$ cat src/rtl/ysyx_23060251_lsu_pkg.sv
`default_nettype none
// ----------------------------------------------------------------------------
// ysyx_23060251_lsu_pkg : shared encodings and op bundle for the LSU   rev 1.0
// ----------------------------------------------------------------------------
package ysyx_23060251_lsu_pkg;

  localparam int LSU_XLEN = 32;

  localparam logic [1:0] SIZE_BYTE = 2'd0;
  localparam logic [1:0] SIZE_HALF = 2'd1;
  localparam logic [1:0] SIZE_WORD = 2'd2;
  localparam logic [1:0] SIZE_ILL  = 2'd3;

  localparam logic [1:0] EXC_NONE     = 2'd0;
  localparam logic [1:0] EXC_MISALIGN = 2'd1;
  localparam logic [1:0] EXC_FAULT    = 2'd2;
  localparam logic [1:0] EXC_ILLEGAL  = 2'd3;

  typedef enum logic [1:0] {
    ST_IDLE = 2'd0,
    ST_BUSY = 2'd1,
    ST_DONE = 2'd2
  } lsu_state_t;

  typedef struct packed {
    logic                wen;
    logic                ren;
    logic                sgn;
    logic [1:0]          size;
    logic [LSU_XLEN-1:0] addr;
    logic [LSU_XLEN-1:0] wdata;
    logic [4:0]          rd;
  } lsu_op_t;

  // Byte-lane strobes of an access starting at lane 0.
  function automatic logic [3:0] size_mask(input logic [1:0] size);
    logic [3:0] m;
    case (size)
      SIZE_BYTE: m = 4'b0001;
      SIZE_HALF: m = 4'b0011;
      SIZE_WORD: m = 4'b1111;
      default:   m = 4'b0000;
    endcase
    return m;
  endfunction

endpackage
`default_nettype wire

$ cat src/rtl/lsu_align.sv
`default_nettype none
// ----------------------------------------------------------------------------
// lsu_align : lane alignment, load extension and op legality checks   rev 1.0
// ----------------------------------------------------------------------------
module lsu_align
  import ysyx_23060251_lsu_pkg::*;
(
  input  logic                st_wen,
  input  logic                st_ren,
  input  logic [1:0]          st_size,
  input  logic [1:0]          st_offset,
  input  logic [LSU_XLEN-1:0] st_wdata,
  output logic [7:0]          st_mask,
  output logic [LSU_XLEN-1:0] st_wdata_sh,
  output logic                misaligned,
  output logic                illegal,
  input  logic                ld_sgn,
  input  logic [1:0]          ld_size,
  input  logic [1:0]          ld_offset,
  input  logic [LSU_XLEN-1:0] ld_rdata,
  output logic [LSU_XLEN-1:0] ld_data
);

  logic [3:0]          lane_mask;
  logic [LSU_XLEN-1:0] ld_shifted;

  always_comb begin
    lane_mask   = size_mask(st_size) << st_offset;
    st_mask     = {4'b0000, lane_mask};
    st_wdata_sh = st_wdata << {st_offset, 3'b000};
    illegal     = (st_wen && st_ren) || (st_size == SIZE_ILL);
    misaligned  = ((st_size == SIZE_HALF) && st_offset[0]) ||
                  ((st_size == SIZE_WORD) && (st_offset != 2'b00));
  end

  always_comb begin
    ld_shifted = ld_rdata >> {ld_offset, 3'b000};
    ld_data    = ld_shifted;
    case (ld_size)
      SIZE_BYTE: ld_data = {{(LSU_XLEN-8){ld_sgn & ld_shifted[7]}}, ld_shifted[7:0]};
      SIZE_HALF: ld_data = {{(LSU_XLEN-16){ld_sgn & ld_shifted[15]}}, ld_shifted[15:0]};
      default:   ld_data = ld_shifted;
    endcase
  end

endmodule
`default_nettype wire

$ cat src/rtl/lsu_ctrl.sv
`default_nettype none
// ----------------------------------------------------------------------------
// lsu_ctrl : memory-stage load/store request controller with watchdog  rev 1.0
// ----------------------------------------------------------------------------
module lsu_ctrl
  import ysyx_23060251_lsu_pkg::*;
#(
  parameter int XLEN    = 32,
  parameter int TIMEOUT = 255
) (
  input  logic            clk_i,
  input  logic            rst_i,
  input  logic            in_valid_i,
  output logic            in_ready_o,
  input  logic            in_wen_i,
  input  logic            in_ren_i,
  input  logic            in_signed_i,
  input  logic [1:0]      in_size_i,
  input  logic [XLEN-1:0] in_addr_i,
  input  logic [XLEN-1:0] in_wdata_i,
  input  logic [4:0]      in_rd_i,
  output logic            mem_req_o,
  output logic            mem_we_o,
  output logic [XLEN-1:0] mem_addr_o,
  output logic [7:0]      mem_mask_o,
  output logic [XLEN-1:0] mem_wdata_o,
  input  logic            mem_ack_i,
  input  logic            mem_err_i,
  input  logic [XLEN-1:0] mem_rdata_i,
  output logic            out_valid_o,
  input  logic            out_ready_i,
  output logic [XLEN-1:0] out_data_o,
  output logic [4:0]      out_rd_o,
  output logic            out_wen_rf_o,
  output logic [1:0]      out_exc_o
);

  localparam int              CNT_W    = (TIMEOUT > 1) ? $clog2(TIMEOUT) : 1;
  localparam logic [CNT_W-1:0] CNT_LAST = CNT_W'(TIMEOUT - 1);

  lsu_state_t       state;
  lsu_op_t          op;
  logic [CNT_W-1:0] wd_cnt;

  logic            a_wen;
  logic            a_ren;
  logic [1:0]      a_size;
  logic [1:0]      a_offset;
  logic [XLEN-1:0] a_wdata;
  logic [7:0]      st_mask;
  logic [XLEN-1:0] st_wdata_sh;
  logic            misaligned;
  logic            illegal;
  logic [XLEN-1:0] ld_data;

  // The store/check side looks at the incoming op while idle and at the held op otherwise.
  always_comb begin
    if (state == ST_IDLE) begin
      a_wen    = in_wen_i;
      a_ren    = in_ren_i;
      a_size   = in_size_i;
      a_offset = in_addr_i[1:0];
      a_wdata  = in_wdata_i;
    end else begin
      a_wen    = op.wen;
      a_ren    = op.ren;
      a_size   = op.size;
      a_offset = op.addr[1:0];
      a_wdata  = op.wdata;
    end
  end

  lsu_align u_align (
    .st_wen      (a_wen),
    .st_ren      (a_ren),
    .st_size     (a_size),
    .st_offset   (a_offset),
    .st_wdata    (a_wdata),
    .st_mask     (st_mask),
    .st_wdata_sh (st_wdata_sh),
    .misaligned  (misaligned),
    .illegal     (illegal),
    .ld_sgn      (op.sgn),
    .ld_size     (op.size),
    .ld_offset   (op.addr[1:0]),
    .ld_rdata    (mem_rdata_i),
    .ld_data     (ld_data)
  );

  assign in_ready_o = (state == ST_IDLE);
  assign mem_addr_o = {op.addr[XLEN-1:2], 2'b00};

  always_ff @(posedge clk_i or posedge rst_i) begin
    if (rst_i) begin
      state        <= ST_IDLE;
      op           <= '0;
      wd_cnt       <= '0;
      mem_req_o    <= 1'b0;
      mem_we_o     <= 1'b0;
      mem_mask_o   <= '0;
      mem_wdata_o  <= '0;
      out_valid_o  <= 1'b0;
      out_data_o   <= '0;
      out_rd_o     <= '0;
      out_wen_rf_o <= 1'b0;
      out_exc_o    <= EXC_NONE;
    end else begin
      case (state)
        ST_IDLE: begin
          if (in_valid_i) begin
            op <= '{wen: in_wen_i, ren: in_ren_i, sgn: in_signed_i, size: in_size_i,
                    addr: in_addr_i, wdata: in_wdata_i, rd: in_rd_i};
            out_rd_o     <= in_rd_i;
            out_data_o   <= '0;
            out_wen_rf_o <= 1'b0;
            out_exc_o    <= EXC_NONE;
            wd_cnt       <= '0;
            if (illegal) begin
              state       <= ST_DONE;
              out_valid_o <= 1'b1;
              out_exc_o   <= EXC_ILLEGAL;
            end else if (!in_wen_i && !in_ren_i) begin
              state       <= ST_DONE;
              out_valid_o <= 1'b1;
            end else if (misaligned) begin
              state       <= ST_DONE;
              out_valid_o <= 1'b1;
              out_exc_o   <= EXC_MISALIGN;
            end else begin
              state       <= ST_BUSY;
              mem_req_o   <= 1'b1;
              mem_we_o    <= in_wen_i;
              mem_mask_o  <= st_mask;
              mem_wdata_o <= st_wdata_sh;
            end
          end
        end
        ST_BUSY: begin
          // An ack in the final watchdog cycle still completes normally.
          if (mem_ack_i) begin
            state        <= ST_DONE;
            mem_req_o    <= 1'b0;
            mem_we_o     <= 1'b0;
            out_valid_o  <= 1'b1;
            out_exc_o    <= mem_err_i ? EXC_FAULT : EXC_NONE;
            out_data_o   <= (op.ren && !mem_err_i) ? ld_data : '0;
            out_wen_rf_o <= op.ren && !mem_err_i && (op.rd != 5'd0);
          end else if (wd_cnt == CNT_LAST) begin
            state       <= ST_DONE;
            mem_req_o   <= 1'b0;
            mem_we_o    <= 1'b0;
            out_valid_o <= 1'b1;
            out_exc_o   <= EXC_FAULT;
          end else begin
            wd_cnt <= wd_cnt + 1'b1;
          end
        end
        ST_DONE: begin
          if (out_ready_i) begin
            state        <= ST_IDLE;
            out_valid_o  <= 1'b0;
            out_wen_rf_o <= 1'b0;
          end
        end
        default: state <= ST_IDLE;
      endcase
    end
  end

endmodule
`default_nettype wire

$ cat config.mk
export PLATFORM = sky130hd
export DESIGN_NAME = lsu_ctrl
export DESIGN_NICKNAME = d
export VERILOG_FILES = /design/src/rtl/ysyx_23060251_lsu_pkg.sv /design/src/rtl/lsu_align.sv /design/src/rtl/lsu_ctrl.sv
export SDC_FILE = /design/constraint.sdc
export NUM_CORES = 1
export LEC_CHECK = 0
export CAP_MARGIN = 20
export CELL_PAD_IN_SITES_DETAIL_PLACEMENT = 2
export CELL_PAD_IN_SITES_GLOBAL_PLACEMENT = 2
export CORE_AREA = 5 5 174 176
export CTS_CLUSTER_DIAMETER = 60
export DETAILED_ROUTE_END_ITERATION = 6
export DIE_AREA = 0 0 179 181
export PLACE_DENSITY = 0.83
export SLEW_MARGIN = 10
export SYNTH_ARGS = -nofsm -noshare
export SYNTH_HDL_FRONTEND = slang
export SYNTH_SLANG_ARGS = --single-unit
$ cat constraint.sdc
create_clock -name clk_i -period 7.3 [get_ports clk_i]
set_input_delay 1.825 -clock clk_i [delete_from_list [all_inputs] [get_ports clk_i]]
set_output_delay 1.825 -clock clk_i [all_outputs]
set_load 0.01 [all_outputs]
==> reports/qor.txt <==
TritonRoute pass-1 iters - 4
Width of the die - 179 um
Final antenna-violating net count - 0
Crit end category - output port
Initial antenna violation count - 5
Mapped Cells - 877
FF+latch area - 3930 um^2
Yosys warning total - 0
Clock Sinks - 157
Initial drt markers - 309
Max stage delay cell, worst path - or2_1
Top_reg_cell synth - dfrtp_1
Global-route wire length before repair - 46.7 mm
Max-cap viol count - 0
Nets@finish - 1153
CP Launch Type - register
Syn avg cell area - 9.31 um^2
Setup TNS - 0 ps
Tmin final - 4700 ps
TritonCTS clock tree - yes
PwrDens - 401 nW/um^2
CTS max path bufs - 2
Clk root buf - clkbuf_16
Count leader, synth - nand2_1
Leakage - 4.95 nW
Synth area leaders - dfrtp_1 (48%), nand2_1 (13%), mux2_2 (7.4%), mux2i_1 (7.1%), buf_4 (4.0%)
Critical Path Max Stage Delay - 820 ps
Total global-route track usage - 18.5%
Placed Area - 10400 um^2
Multi-input logic area - 3640 um^2
Top post-synthesis cells by count - nand2_1 (281), dfrtp_1 (157), mux2i_1 (58), mux2_2 (54)
Routed wire length per instance - 21.1 um
Setup violators final - 0
Worst-path fanout max - 45
DRC violations left - 0
Vias - 7025
Placement-stage worst setup slack - 2490 ps
Synthesis-stage register bit count - 157
Arrival @ worst endpoint - 2880 ps
Max Clk Rate - 213 MHz
Most area-hungry cell type in the Yosys netlist - dfrtp_1
Largest net degree at the start of global routing - 65
WHS - 478 ps
Mapped Area - 8170 um^2
RSZ-0062 raised after global routing - no
Worst path bufs/invs - 2
Vias in the first global route - 7920
Clock Pin Slew Worst Setup and Hold Paths - 70 ps
Core ar. - 28500 um^2
Hold Path Class - reg -> reg
Synth top area share - 48.1%
Total routed wirelength - 30.2 mm
Vias/cell - 4.90
DIE HEIGHT - 181 um
GRT overflow - 0
Worst-case clock skew - 17.2 ps
EDFF count, synth - 0
Antenna Cells - 0
Status - finished clean
Overall power - 4.40 mW
Num ports - 228
TritonCTS buffer count - 17
Postcts setup bufs - 0
Max Slew Vio Count - 0
Worst vdd ir - 0.162 mV
Rel. slew slack - 34.1%
Initial Utilization - 28.7%
Post-synthesis async set-or-reset flop share - 100%
Final worst slack - 2600 ps
CTS H-tree lvls - 4
Die ar. - 32400 um^2
Routability cong. - 0.800
Worst Tran Pin Value - 989 ps
Later-pin clock latency in the skew report - 440 ps
Post-CTS Hold Buffers - 0
CP Class - reg -> out
Fraction of layout cells with a size suffix above 1 - 10.7%
Top Family by Delay on Critical Path - buffers and inverters
Final number of hold-violating endpoints - 0
Number of gates resized after cts - 0
Area Growth Syn to Fin - 34.3%
# rows - 62
Final worst path period share - 64.4%
Detail Placement HPWL - 21.7 mm
CP cell instances - or2_1 -> inv_4 -> clkdlybuf4s50_1
Design area - 11000 um^2
Library cells used by synthesis - 57
# fillers - 3121
Register area share after synthesis - 48.1%
Data required, critical path - 5480 ps
IO Port Bufs - 221
==> final timing paths <==
kind,to,startpoint,slack (ps),cells past startpoint
hold reg to reg,mem_addr_o[14],mem_addr_o[14],480,2
max in group asynchronous,op[35],rst_i,4340,3
hold / removal,mem_addr_o[14],mem_addr_o[14],480,2
setup / recovery,in_ready_o,state[1],2600,3
setup reg to reg,mem_wdata_o[20],state[1],3120,10
min in group asynchronous,mem_addr_o[24],rst_i,1780,2
==> per-layer routing <==
metal	GRT usage, %	up-vias	share of wire [%]
met2	30.3	214	47
met3	6.67	47	8.0
met4	5.96	10	2.3
met1	22.6	3525	42
met5	0	-	0.22
li1	-	3229	-
==> sequential cells by signal (all words and copies together) (netlist names) <==
| register | count |
|---|---|
| out_valid_o | 1 |
| out_wen_rf_o | 1 |
| mem_mask_o | 4 |
| mem_we_o | 1 |
| mem_wdata_o | 32 |
| mem_req_o | 1 |
| wd_cnt | 8 |
| out_exc_o | 2 |
| op | 43 |
| mem_addr_o | 30 |
| state | 2 |
| out_data_o | 32 |
==> area by class of cell <==
type | count | area share (%)
flip-flops and latches | 157 | 35.8
multi-input cells | 618 | 33.2
repair buffers | 231 | 20.9
well taps | 384 | 4.38
clock buffers | 19 | 4.04
clock inverters | 13 | 1.20
inverters | 11 | 0.445
==> report_power, final <==
group          switching (mW)  internal [mW]  total, mW
clock network           0.400          0.486      0.886
registers               0.258           1.19       1.45
logic                    1.14          0.932       2.07
==> cells by family after synthesis <==
family,synth area share (%)
other cells,0.0459
compound gates,9.83
fa+ha+maj,0.766
xor+xnor,0.214
flops,48.1
mux,15.0
buf+inv,7.63
simple gates,18.4
==> placed cells by master (no fill, tap or decap), types with 10 or more instances in the layout <==
| cell | synthesis | layout |
|---|---|---|
| a21oi_1 | 30 | 30 |
| a221o_1 | 16 | 16 |
| buf_4 | 43 | 10 |
| clkbuf_16 | 0 | 17 |
| clkdlybuf4s50_1 | 0 | 221 |
| dfrtp_1 | 157 | 156 |
| mux2_2 | 54 | 54 |
| mux2i_1 | 58 | 58 |
| nand2_1 | 281 | 280 |
| nand3_1 | 16 | 16 |
| nor2_1 | 40 | 39 |
| o21ai_0 | 43 | 43 |
==> through the flow <==
stage	utilization (%)	std cells
after floorplan	-	882
after global placement	36.5	1401
after detailed placement	36.5	1401
after CTS	38.5	1433
after global routing	38.5	1433
final	38.5	1433
==> tightest hold or removal path, stage by stage (launching register included) <==
cell	delay, ps
dfrtp_1	340
nand2_1	50
nand2_1	50
Power figures use the tool's default switching activity.
